--- src/rtl/seg_scan_ctrl.sv ---
// Four-digit multiplexed seven-segment scanner with a dead-time blank at each slot start,
// leading-zero blanking, and a load handshake that holds a pending value until a frame boundary.
module seg_scan_ctrl #(
   parameter int DIV  = 100000,
   parameter int DEAD = 4
) (
   input  logic        clk,
   input  logic        rst_n,
   input  logic [15:0] value,
   input  logic [3:0]  dp,
   input  logic        lzb,
   input  logic        load,
   output logic        ready,
   input  logic        enable,
   output logic [7:0]  seg,
   output logic [3:0]  anode
);

   localparam int CW = (DIV > 1) ? $clog2(DIV) : 1;

   typedef enum logic [1:0] {IDLE, SCAN, PEND} state_t;

   state_t        state_q, state_d;
   logic [CW-1:0] cnt_q, cnt_d;
   logic [1:0]    dig_q, dig_d;
   logic [15:0]   disp_val_q, disp_val_d, pend_val_q, pend_val_d;
   logic [3:0]    disp_dp_q, disp_dp_d, pend_dp_q, pend_dp_d;
   logic          disp_lzb_q, disp_lzb_d, pend_lzb_q, pend_lzb_d;
   logic [3:0]    anode_q, anode_d;
   logic [7:0]    seg_q, seg_d;

   logic          run, tick, frame_end, accept, lit, upper_zero;
   logic [3:0]    nib;

   function automatic logic [6:0] hex_font(input logic [3:0] n);
      case (n)
         4'h0: hex_font = 7'h7E;
         4'h1: hex_font = 7'h30;
         4'h2: hex_font = 7'h6D;
         4'h3: hex_font = 7'h79;
         4'h4: hex_font = 7'h33;
         4'h5: hex_font = 7'h5B;
         4'h6: hex_font = 7'h5F;
         4'h7: hex_font = 7'h70;
         4'h8: hex_font = 7'h7F;
         4'h9: hex_font = 7'h7B;
         4'hA: hex_font = 7'h77;
         4'hB: hex_font = 7'h1F;
         4'hC: hex_font = 7'h4E;
         4'hD: hex_font = 7'h3D;
         4'hE: hex_font = 7'h4F;
         default: hex_font = 7'h47;
      endcase
   endfunction

   always_comb begin
      state_d    = state_q;
      cnt_d      = cnt_q;
      dig_d      = dig_q;
      disp_val_d = disp_val_q;
      disp_dp_d  = disp_dp_q;
      disp_lzb_d = disp_lzb_q;
      pend_val_d = pend_val_q;
      pend_dp_d  = pend_dp_q;
      pend_lzb_d = pend_lzb_q;

      run       = (state_q != IDLE) && enable;
      tick      = run && (cnt_q == CW'(DIV - 1));
      frame_end = tick && (dig_q == 2'd0);
      accept    = load && (state_q != PEND);

      if (run) begin
         cnt_d = tick ? '0 : cnt_q + CW'(1);
         if (tick) dig_d = dig_q - 2'd1;
      end

      case (state_q)
         IDLE: if (accept) begin
            disp_val_d = value;
            disp_dp_d  = dp;
            disp_lzb_d = lzb;
            state_d    = SCAN;
         end
         SCAN: if (accept) begin
            pend_val_d = value;
            pend_dp_d  = dp;
            pend_lzb_d = lzb;
            state_d    = PEND;
         end
         default: if (frame_end) begin
            disp_val_d = pend_val_q;
            disp_dp_d  = pend_dp_q;
            disp_lzb_d = pend_lzb_q;
            state_d    = SCAN;
         end
      endcase

      // Outputs are derived from next-state values so the registered pins line up with the counters.
      case (dig_d)
         2'd3:    begin nib = disp_val_d[15:12]; upper_zero = (disp_val_d[15:12] == 4'h0); end
         2'd2:    begin nib = disp_val_d[11:8];  upper_zero = (disp_val_d[15:8]  == 8'h0); end
         2'd1:    begin nib = disp_val_d[7:4];   upper_zero = (disp_val_d[15:4]  == 12'h0); end
         default: begin nib = disp_val_d[3:0];   upper_zero = 1'b0; end
      endcase

      lit     = (state_d != IDLE) && enable && (cnt_d >= CW'(DEAD));
      anode_d = lit ? ~(4'b0001 << dig_d) : 4'hF;
      seg_d   = lit ? {~disp_dp_d[dig_d], (disp_lzb_d && upper_zero) ? 7'h7F : ~hex_font(nib)}
                    : 8'hFF;
   end

   always_ff @(posedge clk or negedge rst_n) begin
      if (!rst_n) begin
         state_q    <= IDLE;
         cnt_q      <= '0;
         dig_q      <= 2'd0;
         disp_val_q <= 16'h0;
         disp_dp_q  <= 4'h0;
         disp_lzb_q <= 1'b0;
         pend_val_q <= 16'h0;
         pend_dp_q  <= 4'h0;
         pend_lzb_q <= 1'b0;
         anode_q    <= 4'hF;
         seg_q      <= 8'hFF;
      end else begin
         state_q    <= state_d;
         cnt_q      <= cnt_d;
         dig_q      <= dig_d;
         disp_val_q <= disp_val_d;
         disp_dp_q  <= disp_dp_d;
         disp_lzb_q <= disp_lzb_d;
         pend_val_q <= pend_val_d;
         pend_dp_q  <= pend_dp_d;
         pend_lzb_q <= pend_lzb_d;
         anode_q    <= anode_d;
         seg_q      <= seg_d;
      end
   end

   assign ready = (state_q != PEND);
   assign anode = anode_q;
   assign seg   = seg_q;

endmodule
--- config.mk ---
export PLATFORM = sky130hd
export DESIGN_NAME = seg_scan_ctrl
export DESIGN_NICKNAME = d
export VERILOG_FILES = /design/src/rtl/seg_scan_ctrl.sv
export SDC_FILE = /design/constraint.sdc
export NUM_CORES = 1
export LEC_CHECK = 0
export CAP_MARGIN = 20
export CORE_ASPECT_RATIO = 0.7
export CORE_MARGIN = 2
export CORE_UTILIZATION = 40
export CTS_CLUSTER_SIZE = 40
export DETAILED_ROUTE_END_ITERATION = 6
export DONT_BUFFER_PORTS = 1
export RECOVER_POWER = 25
export SYNTH_ARGS = -nofsm -noshare
export SYNTH_HDL_FRONTEND = slang
export SYNTH_SLANG_ARGS = --single-unit
--- constraint.sdc ---
create_clock -name clk -period 3.05 [get_ports clk]
set_clock_uncertainty 0.05 [all_clocks]
set_input_delay 0.61 -clock clk [delete_from_list [all_inputs] [get_ports clk]]
set_output_delay 0.61 -clock clk [all_outputs]
set_load 0.02 [all_outputs]
# Word level (Yosys, flattened, before mapping)
# Memories as Yosys holds them, arrays and structs flattened.
# Index checks and enable logic that the tools add are counted.
[word_totals] ff_bits=75 mem_count=1 rom_bits=112 word_cells=65
[mem_list] name="(no name shown)" depth=16 width=7 read_ports=1 rd_clocked_by_memory_dff=0 write_ports=0 line="36" rtl="case (n)"
[op_classes] eq_ne=6 shifts=1 order_cmp=2 n_addsub=2 muxes=24 n_bitwise=3 n_reduce_logical=15
[ops] op="two-way mux 17 bit" n=2
[ops] op="two-way mux 16 bit" n=2
[ops] op="case mux 16 bit (2 select lines)" n=1
[ops] op="adder 17 x 1 -> 17 bit, second input constant" n=1
[ops] op="== test 17 bit, second input constant" n=1
[ops] op=">= comparator 17 x 3 -> 1 bit, second input constant" n=1
[ops] op="logical NOT 12 bit" n=1
[ops] op="two-way mux 4 bit" n=3
[ops] op="case mux 4 bit (3 select lines)" n=1
[ops] op="two-way mux 2 bit" n=5
[ops] op="logical NOT 8 bit" n=1
[ops] op="two-way mux 8 bit" n=1
[ops] op="case mux 4 bit (2 select lines)" n=1
[ops] op="logical AND 1 bit" n=7
[ops] op="two-way mux 7 bit" n=1
[ops] op="NOT 7 bit" n=1
[ops] op="== test 2 x 1 -> 1 bit, second input constant" n=2
[ops] op="== test 2 bit, second input constant" n=2
[ops] op="logical NOT 2 bit" n=2
[ops] op="logical NOT 4 bit" n=1
[ops] op="NOT 4 bit" n=1
[ops] op="case mux 2 bit (2 select lines)" n=1
[ops] op="nonzero test 2 bit" n=2
[ops] op="left shift 1 x 2 -> 4 bit, first input constant" n=1
[ops] op="9 further kinds" n=11

# Depth between registers and ports, before layout
[logic_depth] word_depth=11 mapped_depth=17

# Least setup slack after synthesis
# Ideal clock, no wire load.
[synth_path] kind="reg-to-reg" start="register cnt_q[8]" end="register seg_q[6] (netlist: seg[6])" setup_slack_ps=-169 required_time_ps=2895 t_arrival_ps=3064 setup_ps=105 path_stages_with_launch=17 path_cell_list="dfrtp_1 > buf_6 > nor4b_4 > and4_4 > buf_6 > nand2_1 > o21a_1 > buf_2 > inv_2 > nor3_1 > or3_1 > inv_1 > ha_1 > inv_1 > o21ai_0 > nor3_1 > o41ai_1"
[synth_via] elab_chain_cells=10 elab_cells_between_ends=31 classes_between="add/sub: 1; order compare: 1; eq/ne: 4; mux: 14; bitwise: 1; reduce/logical: 9; memory: 1"
[synth_lines] item="from (decl)" line="24" rtl="logic [CW-1:0] cnt_q, cnt_d;"
[synth_lines] item="from (signal assigned)" line="127" rtl="cnt_q <= cnt_d;"
[synth_lines] item="== test 17 bit (*)" line="68" rtl="tick = run && (cnt_q == CW'(DIV - 1));"
[synth_lines] item="logical AND 1 bit (*)" line="68"
[synth_lines] item="two-way mux 2 bit (*)" line="74" rtl="if (tick) dig_d = dig_q - 2'd1;"
[synth_lines] item="two-way mux 2 bit (*)" line="72" rtl="if (run) begin"
[synth_lines] item="named net dig_d[1]" line="25" rtl="logic [1:0] dig_q, dig_d;"
[synth_lines] item="== test 2 x 1 -> 1 bit / == test 2 bit (equally long branches)" line="99" rtl="case (dig_d)"
[synth_lines] item="case mux 4 bit (3 select lines)" line="99"
[synth_lines] item="memory read (16 x 7 bit)"
[synth_lines] item="NOT 7 bit" line="108" rtl="seg_d = lit ? {~disp_dp_d[dig_d], (disp_lzb_d && upper_zero) ? 7'h7F : ~hex_font(nib)}"
[synth_lines] item="two-way mux 7 bit (*)" line="108"
[synth_lines] item="two-way mux 8 bit (*)" line="108"
[synth_lines] item="named net seg_d[6]" line="30" rtl="logic [7:0] seg_q, seg_d;"
[synth_lines] item="to (signal assigned)" line="136" rtl="seg_q <= seg_d;"
[synth_lines] item="to (decl)" line="30"
# The timed path passes the listed nets; every way through them passes the cells marked *.
# A chain may end at the register's enable or synchronous reset.

# Worst setup path in the final report
[layout_path] start="register cnt_q[14]" end="register seg_q[3] (netlist: seg[3])"
# Same word-level chain as after synthesis.

==> impl_metrics.json <==
{
  "path_cells": "nor4b_4 > nand4_1 > nor2_2 > xnor2_2 > inv_2 > buf_4 > mux2_2 > mux2i_4 > buf_4 > nor2_1 > a211oi_1 > o21ai_1",
  "final_nets": 459,
  "synth_cell_types": 71,
  "yosysSeqAreaShare_pct": 47.4,
  "n_antenna_cell": 0,
  "core_area_mm2": 0.00968,
  "gp_congestion": 0.887,
  "drt_pass1_iterations": 4,
  "place_area_mm2": 0.00432,
  "cp_data_arrival_time_ns": 3.21,
  "clkSinkCount": 75,
  "port-buffer-count": 0,
  "met3_usage_pct": 6.18,
  "cpMostUsedCell": "buf_4",
  "fill_cells": 881,
  "die_w_um": 123,
  "r2r-end": "seg[3]",
  "critPathKind": "flip-flop to flip-flop",
  "worstPathRequired_ns": 3.25,
  "drc": 0,
  "gr-max-usage-layer": "met1",
  "vias_per_cell": 5.47,
  "p_leak_nw": 2.12,
  "fp-row-count": 30,
  "final_common_cell": "dfrtp_1",
  "syn_area_per_cell_um2": 10.5,
  "crit_path_end_kind": "flip-flop",
  "synth_area_leaders": "dfrtp_1 39%, dfstp_2 7.9%, mux2_2 7.6%, nand2_1 3.8%, nor2_1 3.3%",
  "violations": "max-capacitance violations, max-slew violations",
  "ios": 38,
  "r2r_slack_ns": 0.04,
  "crit_buf_inv": 3,
  "grt-ovfl-total": 0,
  "dp_hpwl_um": 7030,
  "synthArstFlopShare_pct": 100,
  "ant_nets": 0,
  "cts_made_buffers": 9,
  "hold_path.class": "input port to async pin",
  "yosysTopAreaCell": "dfrtp_1",
  "drt_iter0_drc": 182,
  "wire_per_inst_um": 17.9,
  "clkLatencyLatePin_ns": 0.34,
  "wl_um": 9990,
  "syn2layout_area_growth_pct": 21.9,
  "root_buffer": "clkbuf_16",
  "rr_worst_depth": 12,
  "maxSlewHeadroom_pct": -4.83,
  "grt_max_degree": 64,
  "critical-path-top-delay-family": "simple AND/OR/NAND/NOR gates",
  "finish.utilization_pct": 50.3,
  "min_period_ns": 3.01,
  "path_max_fanout": 8,
  "rsz0062_at_grt": "true",
  "drive_gt1_share_pct": 37.4,
  "max_freq_mhz": 332,
  "p_per_area_mw_per_mm2": 820,
  "hold_slack_ns": 0.0712,
  "cp_slowest_stage_delay_ns": 0.43,
  "startpoint": "cnt_q[14]",
  "r2r-start": "cnt_q[14]",
  "syn_nets": 415,
  "peakVddDrop_v": 0.000487,
  "synth_top_flop_cell": "dfrtp_1",
  "clk_pin_slew_ns": 0.06,
  "ys_seq_elements": 75,
  "dr_total_vias": 3060,
  "cap_viol_max_count": 1,
  "yosys_warnings": 0,
  "start_util_pct": 41.2,
  "gr-usage-all-layers_pct": 19.6,
  "drv_slew": 64,
  "design.die.area_mm2": 0.0108,
  "cts_tree": "built",
  "clk_path_buf_depth": 2,
  "synth_top_area_share_pct": 39.5,
  "grt_pass1_wl_um": 15900,
  "antenna_found_initial": 0,
  "use_met2_pct": 26.9,
  "netlist_instances": 382,
  "final_area_mm2": 0.00487,
  "htreeDepth": 3,
  "run_status": "finished with violations",
  "worst_pin_slew_ns": 1.57,
  "syn_area_mm2": 0.00399,
  "grt_util_met1_pct": 28.9,
  "synth-edff-count": 0,
  "crit_slowest_cell": "dfrtp_2",
  "die_h_um": 87.6,
  "layout_common_cells": "59 x dfrtp_1, 47 x buf_4, 37 x nand2_1",
  "setup-violations-final": 0,
  "cp-start-kind": "flip-flop",
  "post-route-period-util_pct": 98.8,
  "final-hold-violation-count": 0,
  "grt_pass1_vias": 2955
}
[kinds of logic (layout without fill, tap and decap cells)]
logic type	after synthesis	in the layout	share of synthesized area, %
compound gates	71	71	13.2
xor+xnor	19	19	4.17
buf+inv	32	81	3.85
flops	75	75	47.4
simple gates	142	142	18.9
mux	35	35	10.1
fa+ha+maj	8	8	2.51
[registers in the layout (all words and copies together), names as in the netlist]
name / cells
pend_lzb_q: 1
dig_q: 2
pend_dp_q: 4
seg: 8
state_q: 2
pend_val_q: 16
anode: 4
disp_dp_q: 4
disp_lzb_q: 1
disp_val_q: 16
cnt_q: 17
[power breakdown]
part | internal, mW | switching [mW]
registers | 1.41 | 0.270
logic | 0.637 | 0.683
clock network | 0.589 | 0.406
[worst max path at each step]
stage | endpoint | depth (start not counted) | slack (ns)
finish | seg[3] | 12 | 0.04
global placement | seg[6] | 14 | -0.04
detailed placement | seg[6] | 14 | -0.06
floorplan | seg[6] | 16 | 0.02
global route | seg[3] | 12 | -0.11
CTS | seg[6] | 13 | -0.01
[Yosys cell counts, drive strengths merged (3+ instances only)]
master / instances
nor2b: 5
mux2: 28
nand2: 41
o22ai: 5
o21ai: 10
a21oi: 13
nand4: 7
a221o: 4
mux2i: 7
dfstp: 12
or2: 3
xnor2: 10
dfrtp: 63
ha: 8
xor2: 9
inv: 13
nand3: 18
nor4: 3
nor3: 9
o211ai: 4
and3: 5
clkbuf: 6
buf: 13
a22oi: 9
nor2: 35
a221oi: 3
[worst reg2reg max path: cells and delay by family (launching register included)]
| family | cells | cell delay, ns |
|---|---|---|
| buf+inv | 3 | 0.48 |
| simple gates | 4 | 0.85 |
| flops | 1 | 0.43 |
| compound gates | 2 | 0.34 |
| mux | 2 | 0.56 |
| xor+xnor | 1 | 0.21 |
[routing by layer]
| layer | vias up | routed length, um |
|---|---|---|
| met5 | - | 0 |
| li1 | 1472 | - |
| met1 | 1499 | 4980 |
| met3 | 11 | 688 |
| met4 | 0 | 188 |
| met2 | 78 | 4130 |
[area by class of cell]
| cell class | instances | area [um2] | share of cell area [%] |
|---|---|---|---|
| sequential | 75 | 1900 | 39.0 |
| clock inverter | 5 | 27.5 | 0.565 |
| timing repair buffer | 52 | 390 | 8.02 |
| tap | 128 | 160 | 3.29 |
| clock buffer | 11 | 253 | 5.19 |
| multi-input combinational | 275 | 2090 | 42.9 |
| inverter | 13 | 51.3 | 1.05 |
[stage by stage]
step / TNS [ns] / setup slack [ns] / instances / power (mW)
after floorplan: 0 / 0.0245 / 382 / 2.54
after global placement: -0.0424 / -0.0424 / 526 / 2.85
after detailed placement: -0.131 / -0.0621 / 526 / 2.87
after CTS: -0.00993 / -0.00993 / 549 / 3.94
after global routing: -0.284 / -0.108 / 559 / 4.26
final: 0 / 0.0365 / 559 / 3.99
[what timing repair did]
action	in CTS	in global routing
gates cloned	0	2
pin swaps	8	6
hold buffers	1	0
resized for setup	17	20
hold endpoints to repair	63	0
buffers inserted	6	8
setup endpoints to repair	6	7
(Power assumes the default switching activity.)
==> RTL change (same settings) <==
Set the parameter `DIV` to 50000 (it was 100000).
--- a/src/rtl/seg_scan_ctrl.sv
+++ b/src/rtl/seg_scan_ctrl.sv
@@ -2,5 +2,5 @@
 // leading-zero blanking, and a load handshake that holds a pending value until a frame boundary.
 module seg_scan_ctrl #(
-   parameter int DIV  = 100000,
+   parameter int DIV  = 50000,
    parameter int DEAD = 4
 ) (
Check against the original RTL: no difference found for any inputs over 10 cycles, from zero or initial values and one cycle with rst_n low; that may be too few to reach the edited logic, so the function may still have changed.
==> RTL change against the original RTL <==
- the flow still finishes with violations (capacitance limit, slew limit)
- final area increased by 5.6%
- wire length increased by 8.4%
- critical path depth increased by 2
- maximum frequency increased by 1.8%
- non-clock buffer count increased by 9
- area after synthesis increased by 1.9%
- sequential cell count decreased by 1
- core utilization increased by 2.2 points
- worst setup slack improved by 0.054 ns
- via count increased by 8.1%
Power is not compared: it rests on default switching activity, and its combinational part moved more than twofold at a synthesized area within 25%.
==> RTL change: results (changes against the original RTL) <==
[outcome]
outcome=finished with violations
violations=capacitance limit, slew limit

[global_route]
use_met2_pct=29.3  ; +2.4 points
grt_max_degree=63  ; -1.6%
grt_pass1_vias=3252  ; +10%
grt_util_met1_pct=29.5  ; +0.67 points
grt_use_total_pct=20.4  ; +0.84 points

[timing]
min_period_ns=2.96  ; -0.0535 ns
relSlewSlack_pct=-4.85  ; -0.026 points
hold_slack_ns=0.0685  ; -0.00271 ns
finalMaxSlewViolations=63  ; -1.6%

[synth]
synth_commonest_cells=dfrtp_1, nand2_1, mux2_2, nor2_1, o21ai_0
synthAdderAreaFrac_pct=2.46  ; -0.048 points
synthMuxAreaShare_pct=11.1  ; +1.0 points
yosys-top-cells-area=dfrtp_1, dfstp_2, mux2_2, nand2_1, mux2i_1
synth-compound-area-share_pct=15.1  ; +1.9 points
seq_area_frac_synth_pct=45.9  ; -1.5 points

[placement]
gp_congestion=0.909  ; +2.5%
place_area_mm2=0.00450  ; +4.2%
place_ws_ns=-0.222  ; -0.160 ns
dp.cells=544  ; +3.4%
hpwl_um=7730  ; +10%

[drt]
routed_wl_um=10800  ; +8.4%
drt_iter0_drc=164  ; -9.9%
drtPass1Iterations=5  ; +1
wl_per_cell_um=18.7  ; +4.8%
wl_met2_um=4430  ; +7.4%

[cells_and_area]
n_clock_buffer=12  ; +1
fillers=850  ; -3.5%
final-clk-cell-share_pct=6.59  ; +0.84 points
multi_input_gates=278  ; +1.1%
n_all_inverters=21  ; +8
buf_share_pct=9.44  ; +1.4 points
multi_input_area_share_pct=42.9  ; about the same
drive_above_1_share_pct=38.0  ; +0.65 points
buffers=61  ; +17%

[critical_path]
arrival_ns=3.16  ; -0.05 ns
crit_start=cnt_q[5]$_DFF_PN0_
ff2ff_setup_slack_ns=0.09  ; +0.05 ns
critPathMaxFanout=4  ; -4
reg2reg_depth=14  ; +2

[clock_network]
postCtsSetupBuffers=7  ; +1
cts.sinks=74  ; -1.3%

[run]
max-cap-violations=1  ; unchanged

[power_and_ir_drop]
power_w=0.00274

[die]
die_x_um=125  ; +0.94%

## RTL change: cell count changes after synthesis, moves of 4 or more
cell      delta
clkbuf_1     -4
o21ai_0     +13
a22oi_1      -7
nand3_1      -8
mux2i_1      +6
xnor2_1      -5
or3_1        +7
inv_1        +8
mux2_2       -4
nand2_1      -9
nor2_1      -13
## RTL change: logic make-up (layout without fill, tap and decap cells)
logic type	Yosys count	count (layout)
buffers and inverters	38	98
XOR/XNOR	11	11
AO/OA/AOI/OAI	87	87
multiplexers	38	38
flip-flops	74	74
AND/OR/NAND/NOR	134	134
adder cells (fa/ha/maj)	8	8
## RTL change: critical path, cell delays in order (launching register included)
cell and delay (ns):
dfrtp_1 0.43, nor4b_2 0.30, nand4_1 0.23, nor4_4 0.29, buf_4 0.18, a221oi_2 0.09, mux2_4 0.30, mux2i_4 0.15
inv_2 0.06, buf_4 0.15, ha_4 0.18, inv_1 0.08, nor3_2 0.06, a211oi_2 0.24, o21ai_1 0.09
